**src/rtl/dds_sweep_ctrl_if.sv**
```systemverilog
// dds_sweep_ctrl_if: Wishbone master bus carried between dds_sweep_ctrl and the simple_dds slave.
// Ports / signals:
//   m_wb_addr_o  master address        m_wb_dat_o  master write data
//   m_wb_we_o    write enable          m_wb_stb_o  strobe (cycle valid)
//   m_wb_dat_i   slave read data       m_wb_ack_i  slave acknowledge
// Modports: master (sweep controller side), slave (DDS register bank side).
interface dds_sweep_ctrl_if #(
    parameter int unsigned ADDR_WIDTH = 16,
    parameter int unsigned DATA_WIDTH = 32
);
    logic [ADDR_WIDTH-1:0] m_wb_addr_o;
    logic [DATA_WIDTH-1:0] m_wb_dat_o;
    logic                  m_wb_we_o;
    logic                  m_wb_stb_o;
    logic [DATA_WIDTH-1:0] m_wb_dat_i;
    logic                  m_wb_ack_i;

    modport master (
        output m_wb_addr_o, m_wb_dat_o, m_wb_we_o, m_wb_stb_o,
        input  m_wb_dat_i, m_wb_ack_i
    );

    modport slave (
        input  m_wb_addr_o, m_wb_dat_o, m_wb_we_o, m_wb_stb_o,
        output m_wb_dat_i, m_wb_ack_i
    );
endinterface

```
**src/rtl/dds_sweep_ctrl.sv**
```systemverilog
// dds_sweep_ctrl: Wishbone master that programs the simple_dds register bank and steps
// TUNING_WORD from tw_start to tw_stop with a programmable dwell per step.
// Ports:
//   wb_clk_i, wb_rst_n_i       clock / asynchronous active-low reset
//   start_i, abort_i           1-cycle start / abort pulses
//   src_i, gain_i, offset_i    DDS_SRC / GAIN_WORD / OFFSET_WORD values (captured on start)
//   tw_start_i/stop_i/step_i   sweep tuning words (captured on start)
//   dwell_i                    cycles per step (0 behaves as 1)
//   loop_i                     only with DDS_SWEEP_LOOP_EN: restart from tw_start at stop-dwell end
//   m_wb                       Wishbone master bus (dds_sweep_ctrl_if.master)
//   busy_o, done_o, err_o      status: active, end-of-sweep pulse, sticky error
//   cur_tw_o                   tuning word last acknowledged by the DDS
// Optional feature macro: DDS_SWEEP_LOOP_EN (continuous looping sweep).
module dds_sweep_ctrl #(
    parameter int unsigned DATA_WIDTH  = 32,
    parameter int unsigned ADDR_WIDTH  = 16,
    parameter int unsigned DWELL_WIDTH = 16,
    parameter int unsigned ACK_TIMEOUT = 16,
    parameter int unsigned POLL_LIMIT  = 64
) (
    input  logic                   wb_clk_i,
    input  logic                   wb_rst_n_i,
    input  logic                   start_i,
    input  logic                   abort_i,
`ifdef DDS_SWEEP_LOOP_EN
    input  logic                   loop_i,
`endif
    input  logic [1:0]             src_i,
    input  logic [1:0]             gain_i,
    input  logic [15:0]            offset_i,
    input  logic [7:0]             tw_start_i,
    input  logic [7:0]             tw_stop_i,
    input  logic [7:0]             tw_step_i,
    input  logic [DWELL_WIDTH-1:0] dwell_i,
    dds_sweep_ctrl_if.master       m_wb,
    output logic                   busy_o,
    output logic                   done_o,
    output logic                   err_o,
    output logic [7:0]             cur_tw_o
);
    localparam int unsigned TO_W = $clog2(ACK_TIMEOUT + 1);
    localparam int unsigned PC_W = $clog2(POLL_LIMIT + 1);

    localparam logic [ADDR_WIDTH-1:0] A_READY  = ADDR_WIDTH'(0);
    localparam logic [ADDR_WIDTH-1:0] A_ENABLE = ADDR_WIDTH'(1);
    localparam logic [ADDR_WIDTH-1:0] A_SRC    = ADDR_WIDTH'(2);
    localparam logic [ADDR_WIDTH-1:0] A_TW     = ADDR_WIDTH'(3);
    localparam logic [ADDR_WIDTH-1:0] A_GAIN   = ADDR_WIDTH'(4);
    localparam logic [ADDR_WIDTH-1:0] A_OFFSET = ADDR_WIDTH'(5);

    typedef enum logic [3:0] {
        IDLE, POLL, SRC, GAIN, OFF, TW, EN, DWELL, STEP, DIS, FIN
    } state_e;

    typedef struct packed {
        logic [1:0]             src;
        logic [1:0]             gain;
        logic [15:0]            offset;
        logic [7:0]             tw_start;
        logic [7:0]             tw_stop;
        logic [7:0]             tw_step;
        logic [DWELL_WIDTH-1:0] dwell;
        logic                   up;
    } cfg_t;

    state_e                  state_q, state_d;
    cfg_t                    cfg_q, cfg_d;
    logic                    stb_q, stb_d, we_q, we_d;
    logic [ADDR_WIDTH-1:0]   addr_q, addr_d;
    logic [DATA_WIDTH-1:0]   dat_q, dat_d;
    logic [TO_W-1:0]         to_cnt_q, to_cnt_d;
    logic [PC_W-1:0]         poll_cnt_q, poll_cnt_d;
    logic [DWELL_WIDTH-1:0]  dwell_cnt_q, dwell_cnt_d;
    logic [7:0]              tw_q, tw_d, cur_tw_q, cur_tw_d;
    logic                    en_done_q, en_done_d, abort_q, abort_d;
    logic                    err_q, err_d, busy_q, busy_d, done_q, done_d;

    logic                    is_bus, bus_done, abort_pend;
    state_e                  abort_tgt;
    logic                    req_we;
    logic [ADDR_WIDTH-1:0]   req_addr;
    logic [DATA_WIDTH-1:0]   req_dat;
    logic [8:0]              sum9, dif9;
    logic [7:0]              next_tw;
    logic                    unused_dat;

    assign unused_dat = ^m_wb.m_wb_dat_i[DATA_WIDTH-1:1];

    // State and output registers
    always_ff @(posedge wb_clk_i or negedge wb_rst_n_i) begin
        if (!wb_rst_n_i) begin
            state_q     <= IDLE;
            cfg_q       <= '0;
            stb_q       <= 1'b0;
            we_q        <= 1'b0;
            addr_q      <= '0;
            dat_q       <= '0;
            to_cnt_q    <= '0;
            poll_cnt_q  <= '0;
            dwell_cnt_q <= '0;
            tw_q        <= '0;
            cur_tw_q    <= '0;
            en_done_q   <= 1'b0;
            abort_q     <= 1'b0;
            err_q       <= 1'b0;
            busy_q      <= 1'b0;
            done_q      <= 1'b0;
        end else begin
            state_q     <= state_d;
            cfg_q       <= cfg_d;
            stb_q       <= stb_d;
            we_q        <= we_d;
            addr_q      <= addr_d;
            dat_q       <= dat_d;
            to_cnt_q    <= to_cnt_d;
            poll_cnt_q  <= poll_cnt_d;
            dwell_cnt_q <= dwell_cnt_d;
            tw_q        <= tw_d;
            cur_tw_q    <= cur_tw_d;
            en_done_q   <= en_done_d;
            abort_q     <= abort_d;
            err_q       <= err_d;
            busy_q      <= busy_d;
            done_q      <= done_d;
        end
    end

    // Next tuning word, clamped to stop when it reaches, passes or wraps past it
    always_comb begin
        sum9 = {1'b0, tw_q} + {1'b0, cfg_q.tw_step};
        dif9 = {1'b0, tw_q} - {1'b0, cfg_q.tw_step};
        if (cfg_q.up) begin
            next_tw = (sum9[8] || (sum9[7:0] >= cfg_q.tw_stop)) ? cfg_q.tw_stop : sum9[7:0];
        end else begin
            next_tw = (dif9[8] || (dif9[7:0] <= cfg_q.tw_stop)) ? cfg_q.tw_stop : dif9[7:0];
        end
    end

    // Sequencer: bus-cycle engine shared by all register-access states, then per-state flow
    always_comb begin
        state_d     = state_q;
        cfg_d       = cfg_q;
        stb_d       = stb_q;
        we_d        = we_q;
        addr_d      = addr_q;
        dat_d       = dat_q;
        to_cnt_d    = '0;
        poll_cnt_d  = poll_cnt_q;
        dwell_cnt_d = dwell_cnt_q;
        tw_d        = tw_q;
        cur_tw_d    = cur_tw_q;
        en_done_d   = en_done_q;
        err_d       = err_q;
        bus_done    = 1'b0;
        req_we      = 1'b1;
        req_addr    = A_READY;
        req_dat     = '0;

        // Abort is remembered until the sweep reaches FIN; it is meaningless in IDLE
        abort_pend = abort_q | abort_i;
        abort_tgt  = en_done_q ? DIS : FIN;
        abort_d    = (state_q == IDLE || state_q == FIN) ? 1'b0 : abort_pend;

        case (state_q)
            POLL:    req_we = 1'b0;
            SRC:     begin req_addr = A_SRC;    req_dat = DATA_WIDTH'(cfg_q.src);    end
            GAIN:    begin req_addr = A_GAIN;   req_dat = DATA_WIDTH'(cfg_q.gain);   end
            OFF:     begin req_addr = A_OFFSET; req_dat = DATA_WIDTH'(cfg_q.offset); end
            TW:      begin req_addr = A_TW;     req_dat = DATA_WIDTH'(tw_q);         end
            EN:      begin req_addr = A_ENABLE; req_dat = DATA_WIDTH'(1);            end
            DIS:     begin req_addr = A_ENABLE; req_dat = '0;                        end
            default: ;
        endcase

        is_bus = state_q inside {POLL, SRC, GAIN, OFF, TW, EN, DIS};
        if (is_bus) begin
            if (!stb_q) begin
                // Idle slot between transactions: either divert on abort or launch the cycle
                if (abort_pend && state_q != DIS) begin
                    state_d = abort_tgt;
                end else begin
                    stb_d  = 1'b1;
                    we_d   = req_we;
                    addr_d = req_addr;
                    dat_d  = req_dat;
                end
            end else if (m_wb.m_wb_ack_i) begin
                stb_d    = 1'b0;
                we_d     = 1'b0;
                addr_d   = '0;
                dat_d    = '0;
                bus_done = 1'b1;
            end else if (to_cnt_q == TO_W'(ACK_TIMEOUT - 1)) begin
                // Slave never answered: give up without touching ENABLE
                stb_d   = 1'b0;
                we_d    = 1'b0;
                addr_d  = '0;
                dat_d   = '0;
                err_d   = 1'b1;
                state_d = FIN;
            end else begin
                to_cnt_d = to_cnt_q + TO_W'(1);
            end
        end

        case (state_q)
            IDLE: begin
                if (start_i && !abort_i) begin
                    cfg_d.src      = src_i;
                    cfg_d.gain     = gain_i;
                    cfg_d.offset   = offset_i;
                    cfg_d.tw_start = tw_start_i;
                    cfg_d.tw_stop  = tw_stop_i;
                    cfg_d.tw_step  = (tw_step_i == 8'd0) ? 8'd1 : tw_step_i;
                    cfg_d.dwell    = (dwell_i == '0) ? DWELL_WIDTH'(1) : dwell_i;
                    cfg_d.up       = (tw_stop_i >= tw_start_i);
                    tw_d           = tw_start_i;
                    err_d          = 1'b0;
                    poll_cnt_d     = '0;
                    en_done_d      = 1'b0;
                    state_d        = POLL;
                end
            end
            POLL: begin
                if (bus_done) begin
                    if (abort_pend) begin
                        state_d = abort_tgt;
                    end else if (m_wb.m_wb_dat_i[0]) begin
                        state_d = SRC;
                    end else if (poll_cnt_q == PC_W'(POLL_LIMIT - 1)) begin
                        err_d   = 1'b1;
                        state_d = FIN;
                    end else begin
                        poll_cnt_d = poll_cnt_q + PC_W'(1);
                    end
                end
            end
            SRC:  if (bus_done) state_d = abort_pend ? abort_tgt : GAIN;
            GAIN: if (bus_done) state_d = abort_pend ? abort_tgt : OFF;
            OFF:  if (bus_done) state_d = abort_pend ? abort_tgt : TW;
            TW: begin
                if (bus_done) begin
                    cur_tw_d    = tw_q;
                    dwell_cnt_d = '0;
                    if (abort_pend)     state_d = abort_tgt;
                    else if (en_done_q) state_d = DWELL;
                    else                state_d = EN;
                end
            end
            EN: begin
                if (bus_done) begin
                    en_done_d   = 1'b1;
                    dwell_cnt_d = '0;
                    state_d     = abort_pend ? DIS : DWELL;
                end
            end
            DWELL: begin
                if (abort_pend) begin
                    state_d = abort_tgt;
                end else if (dwell_cnt_q == cfg_q.dwell - DWELL_WIDTH'(1)) begin
                    if (tw_q == cfg_q.tw_stop) begin
`ifdef DDS_SWEEP_LOOP_EN
                        if (loop_i) begin
                            tw_d    = cfg_q.tw_start;
                            state_d = TW;
                        end else begin
                            state_d = DIS;
                        end
`else
                        state_d = DIS;
`endif
                    end else begin
                        state_d = STEP;
                    end
                end else begin
                    dwell_cnt_d = dwell_cnt_q + DWELL_WIDTH'(1);
                end
            end
            STEP: begin
                if (abort_pend) begin
                    state_d = abort_tgt;
                end else begin
                    tw_d    = next_tw;
                    state_d = TW;
                end
            end
            DIS:     if (bus_done) state_d = FIN;
            FIN:     state_d = IDLE;
            default: state_d = IDLE;
        endcase

        busy_d = (state_d != IDLE);
        done_d = (state_d == FIN);
    end

    assign m_wb.m_wb_addr_o = addr_q;
    assign m_wb.m_wb_dat_o  = dat_q;
    assign m_wb.m_wb_we_o   = we_q;
    assign m_wb.m_wb_stb_o  = stb_q;
    assign busy_o           = busy_q;
    assign done_o           = done_q;
    assign err_o            = err_q;
    assign cur_tw_o         = cur_tw_q;
endmodule
```
**src/flat_wrapper.sv**
```systemverilog
// flat-port wrapper written by rule: the top's interface ports become plain ports
module dds_sweep_ctrl_flat 
#(
    parameter int unsigned DATA_WIDTH  = 32,
    parameter int unsigned ADDR_WIDTH  = 16,
    parameter int unsigned DWELL_WIDTH = 16,
    parameter int unsigned ACK_TIMEOUT = 16,
    parameter int unsigned POLL_LIMIT  = 64
)
  (wb_clk_i, wb_rst_n_i, start_i, abort_i, src_i, gain_i, offset_i, tw_start_i, tw_stop_i, tw_step_i, dwell_i, busy_o, done_o, err_o, cur_tw_o, m_wb_m_wb_addr_o, m_wb_m_wb_dat_o, m_wb_m_wb_we_o, m_wb_m_wb_stb_o, m_wb_m_wb_dat_i, m_wb_m_wb_ack_i);
  dds_sweep_ctrl_if #(.ADDR_WIDTH(ADDR_WIDTH), .DATA_WIDTH(DATA_WIDTH)) m_wb_i ();
  input  logic wb_clk_i;
  input  logic wb_rst_n_i;
  input  logic start_i;
  input  logic abort_i;
  input  logic [1:0] src_i;
  input  logic [1:0] gain_i;
  input  logic [15:0] offset_i;
  input  logic [7:0] tw_start_i;
  input  logic [7:0] tw_stop_i;
  input  logic [7:0] tw_step_i;
  input  logic [DWELL_WIDTH-1:0] dwell_i;
  output logic busy_o;
  output logic done_o;
  output logic err_o;
  output logic [7:0] cur_tw_o;
  output wire logic [$bits(m_wb_i.m_wb_addr_o)-1:0] m_wb_m_wb_addr_o;
  output wire logic [$bits(m_wb_i.m_wb_dat_o)-1:0] m_wb_m_wb_dat_o;
  output wire logic [$bits(m_wb_i.m_wb_we_o)-1:0] m_wb_m_wb_we_o;
  output wire logic [$bits(m_wb_i.m_wb_stb_o)-1:0] m_wb_m_wb_stb_o;
  input wire logic [$bits(m_wb_i.m_wb_dat_i)-1:0] m_wb_m_wb_dat_i;
  input wire logic [$bits(m_wb_i.m_wb_ack_i)-1:0] m_wb_m_wb_ack_i;
  assign m_wb_m_wb_addr_o = m_wb_i.m_wb_addr_o;
  assign m_wb_m_wb_dat_o = m_wb_i.m_wb_dat_o;
  assign m_wb_m_wb_we_o = m_wb_i.m_wb_we_o;
  assign m_wb_m_wb_stb_o = m_wb_i.m_wb_stb_o;
  assign m_wb_i.m_wb_dat_i = m_wb_m_wb_dat_i;
  assign m_wb_i.m_wb_ack_i = m_wb_m_wb_ack_i;
  dds_sweep_ctrl #(.DATA_WIDTH(DATA_WIDTH), .ADDR_WIDTH(ADDR_WIDTH), .DWELL_WIDTH(DWELL_WIDTH), .ACK_TIMEOUT(ACK_TIMEOUT), .POLL_LIMIT(POLL_LIMIT)) u_core (.wb_clk_i(wb_clk_i), .wb_rst_n_i(wb_rst_n_i), .start_i(start_i), .abort_i(abort_i), .src_i(src_i), .gain_i(gain_i), .offset_i(offset_i), .tw_start_i(tw_start_i), .tw_stop_i(tw_stop_i), .tw_step_i(tw_step_i), .dwell_i(dwell_i), .m_wb(m_wb_i), .busy_o(busy_o), .done_o(done_o), .err_o(err_o), .cur_tw_o(cur_tw_o));
endmodule
```
**config.mk**
```make
export PLATFORM = sky130hd
export DESIGN_NAME = dds_sweep_ctrl_flat
export DESIGN_NICKNAME = d
export VERILOG_FILES = /design/src/rtl/dds_sweep_ctrl_if.sv /design/src/rtl/dds_sweep_ctrl.sv /design/src/flat_wrapper.sv
export SDC_FILE = /design/constraint.sdc
export NUM_CORES = 1
export LEC_CHECK = 0
export ABC_AREA = 1
export BUFFER_PORTS_ARGS = -buffer_cell sky130_fd_sc_hd__buf_2
export CORE_MARGIN = 3
export CORE_UTILIZATION = 30
export CTS_BUF_LIST = sky130_fd_sc_hd__clkbuf_8
export DETAILED_ROUTE_END_ITERATION = 6
export GPL_TIMING_DRIVEN = 1
export HOLD_SLACK_MARGIN = 0.15
export PLACE_DENSITY = 0.58
export SYNTH_ARGS = -nofsm -noshare
export SYNTH_HDL_FRONTEND = slang
export SYNTH_SLANG_ARGS = --single-unit
```
**constraint.sdc**
```tcl
create_clock -name wb_clk_i -period 6.17 [get_ports wb_clk_i]
set_input_delay 0.617 -clock wb_clk_i [delete_from_list [all_inputs] [get_ports wb_clk_i]]
set_output_delay 0.617 -clock wb_clk_i [all_outputs]
set_load 0.02 [all_outputs]
```
==> summary.md <==
| Metric | Value |
|---|---|
| IO Pins | 158 |
| Fmax | 269 MHz |
| Setup TNS | 0 ps |
| Root Buffer | clkbuf_8 |
| Synth Area in XOR/XNOR | 0.0322 |
| Worst-margin pin slew | 1130 ps |
| MaxCap Viol Count | 0 |
| Detail Route Antenna Nets | 0 |
| Initial antenna violation count | 0 |
| Setup Skew | 17.2 ps |
| Chip width | 174 um |
| Area post-placement | 9210 sq um |
| Final period utilization | 0.603 |
| ANT cells | 0 |
| Core Area | 27300 sq um |
| Skew-Pair Late Insertion Delay | 460 ps |
| H-Tree Depth | 4 |
| Simple-Gate Fraction of Synth Area | 0.284 |
| Drt initial violations | 525 |
| Die area | 30200 sq um |
| Startpoint Class | flop |
| Post-Syn Area per Cell | 7.24 sq um |
| Gp weighted congestion | 0.889 |
| Req. time, crit path | 6490 ps |
| Compound-gate portion of the synthesized area | 0.131 |
| Dpl hpwl | 17.5 mm |
| Cells after synthesis | 1166 |
| Number of global-route vias before repair | 7483 |
| Post-Synth Adder-Cell Area | 0.0699 |
| Starting Density | 0.309 |
| Netlist Area Pre-Place | 8440 sq um |
| Critical Path AT | 4040 ps |
| Worst setup EP type | flop |
| Iteration count of the initial detailed-routing pass | 5 |
| CTS sink count | 127 |
| Via count | 7761 |
| Cts repair resizes | 0 |
| Worst-case clock buffer depth | 2 |
| CTS Hold Buffers Added | 0 |
| Leak pwr | 4.89 nW |
| FILL cells | 2947 |
| GRT Util Overall | 0.155 |
| Register area share after synthesis | 0.376 |
| Crit path kind | reg2reg |
| Share of cells above drive strength 1 | 0.125 |
| Largest family of logic cells by synthesized area | simple AND/OR/NAND/NOR gates |
| Rows | 60 |
| CTS buffer count | 17 |
| Min cycle time layout | 3720 ps |
| Postcts setup bufs | 0 |
| Pwr Density | 556 nW/um^2 |
| Peak VDD IR | 0.236 mV |
| Final core utilization | 0.353 |
| Cell variety after synth | 50 |
| Area Growth Syn to Fin | 14.2% |
| Slew Viols, Final | 0 |
| TritonCTS clock tree | done |
| Post-synthesis mux area share | 0 |
| Clk pin slew, worst setup/hold paths | 90 ps |
| Crit path max fanout | 11 |
| Final wirelength | 23.3 mm |
| Vias per cell | 4.73 |
| Fin area | 9640 sq um |
| Post-route insts no fill | 1641 |
| First-pass GRT wire length | 38.1 mm |
| RSZ-0062 raised after global routing | false |
| Largest net degree at the start of global routing | 86 |
| Worst min-delay path category | in2async |
| Post-DR wirelength/cell | 14.2 um |
| Port Buf Inserts | 97 |
| Final hold vios | 0 |
| Yosys warning count | 0 |
| Setup violations, final | 0 |
| Nets@finish | 1399 |
| Outcome | finished clean |
| DP Cell Count | 1609 |
| Die Ht | 174 um |
| Grt total ovfl | 0 |
| DRC | 0 |
| Synthesized flop and latch total | 127 |
| Slew headroom | 0.243 |
| Hold WS | 212 ps |
==> layer usage <==
layer / share of wire / routed length, um / GRT usage
met1: 0.49 / 11500 / 0.218
met2: 0.44 / 10300 / 0.245
met3: 0.051 / 1180 / 0.0237
met4: 0.013 / 310 / 0.0473
met5: 0 / 0 / 0
==> critical path, cell delays in order, from the launching register on <==
cell and delay [ps]:
dfrtp_1 430, inv_1 120, ha_1 150, inv_1 80
fa_1 420, nand3_1 90, nand3_1 170, nand2_1 100
nand2_1 50, nand2_1 50, nand2_1 60, xor2_1 130
inv_1 80, ha_1 280, nand2_1 60, nor2_1 170
nand2_1 80, o211ai_1 80, nand3_1 310, inv_1 300
nand2_1 80, o211ai_1 80, nand3_1 90, nand2_1 60
o21ai_0 70
==> logic make-up (layout without fill, tap and decap cells) <==
logic type,count (synthesis),count (layout)
AND/OR/NAND/NOR,557,557
adder cells (fa/ha/maj),46,46
flip-flops,127,127
other,1,29
XOR/XNOR,31,31
buffers and inverters,206,281
AO/OA/AOI/OAI,198,198
==> flip-flops by register name, summed over array words and instances (netlist names), 3 cells and up <==
| name | count |
|---|---|
| u_core.cfg_q | 53 |
| u_core.tw_q | 8 |
| u_core.poll_cnt_q | 7 |
| u_core.to_cnt_q | 5 |
| u_core.dwell_cnt_q | 16 |
| u_core.cur_tw_o | 8 |
| u_core.m_wb.m_wb_addr_o | 3 |
| u_core.m_wb.m_wb_dat_o | 16 |
| u_core.state_q | 4 |
==> where the power goes <==
part           switching (W)  internal [W]
registers           0.000289       0.00116
logic                0.00207       0.00105
clock network       0.000359      0.000433
==> worst paths after layout <==
kind,from,cells after the start,slack (ps),endpoint
max reg2reg,u_core.tw_q[0],24,2450,u_core.tw_q[7]
min,wb_rst_n_i,1,210,u_core.tw_q[4]
min reg2reg,u_core.cfg_q[53],2,470,u_core.cfg_q[53]
max in group asynchronous,wb_rst_n_i,2,4860,u_core.m_wb.m_wb_addr_o[1]
min in group wb_clk_i,offset_i[15],3,370,u_core.cfg_q[56]
max,u_core.tw_q[0],24,2450,u_core.tw_q[7]
==> cells in the mapped netlist, drive strengths merged <==
master   number  area [sq um]
nor3b         1          7.51
clkbuf       12          45.0
nand2       325          1260
a41oi         1          8.76
a22oi         2          15.0
xor2         24           210
inv         147           552
a21boi        2          15.0
a211oi        2          15.0
a21o          1          7.51
a21oi        58           290
or2           1          6.26
nand4        18           128
o311ai        1          8.76
o41ai         1          8.76
fa            2          40.0
nor2        115           472
nand3        74           388
o22ai         6          37.5
o21bai        6          45.0
xnor2         7          61.3
clkinv        1          3.75
nand3b        2          15.0
nor3         11          60.1
o21a          1          7.51
dfrtp       127          3180
o31ai         1          7.51
a22o          1          8.76
o2111ai       2          17.5
o21ai        95           479
buf          46           294
a31oi         1          6.26
nor4         10          62.6
ha           44           551
o211ai       17           128
conb          1          3.75
==> layout by cell type, fill, tap and decap left out, types with 20 or more instances in the layout <==
master and n:
xor2_1 24, nor2_1 105, o21ai_0 92, nand3_1 72
conb_1 29, nand2_1 317, buf_2 96, inv_1 145
ha_1 44, clkbuf_8 20, a21oi_1 58, dfrtp_1 127
==> metrics by stage <==
step	setup slack, ps	total power (W)
6_report	2450	0.00536
2_1_floorplan	3170	0.00374
3_3_place_gp	2610	0.00449
3_5_place_dp	2520	0.00455
5_1_grt	2140	0.00594
4_1_cts	2480	0.00537
==> area by class of cell <==
| cell class | instances | area [sq um] | share of cell area |
|---|---|---|---|
| Multi-Input combinational cell | 861 | 4490 | 0.465 |
| Sequential cell | 127 | 3180 | 0.330 |
| Inverter | 148 | 556 | 0.0576 |
| Timing Repair Buffer | 101 | 522 | 0.0541 |
| Tap cell | 372 | 465 | 0.0483 |
| Clock buffer | 20 | 275 | 0.0286 |
| Clock inverter | 12 | 158 | 0.0164 |
No activity file was read; power rests on OpenSTA's default activity.
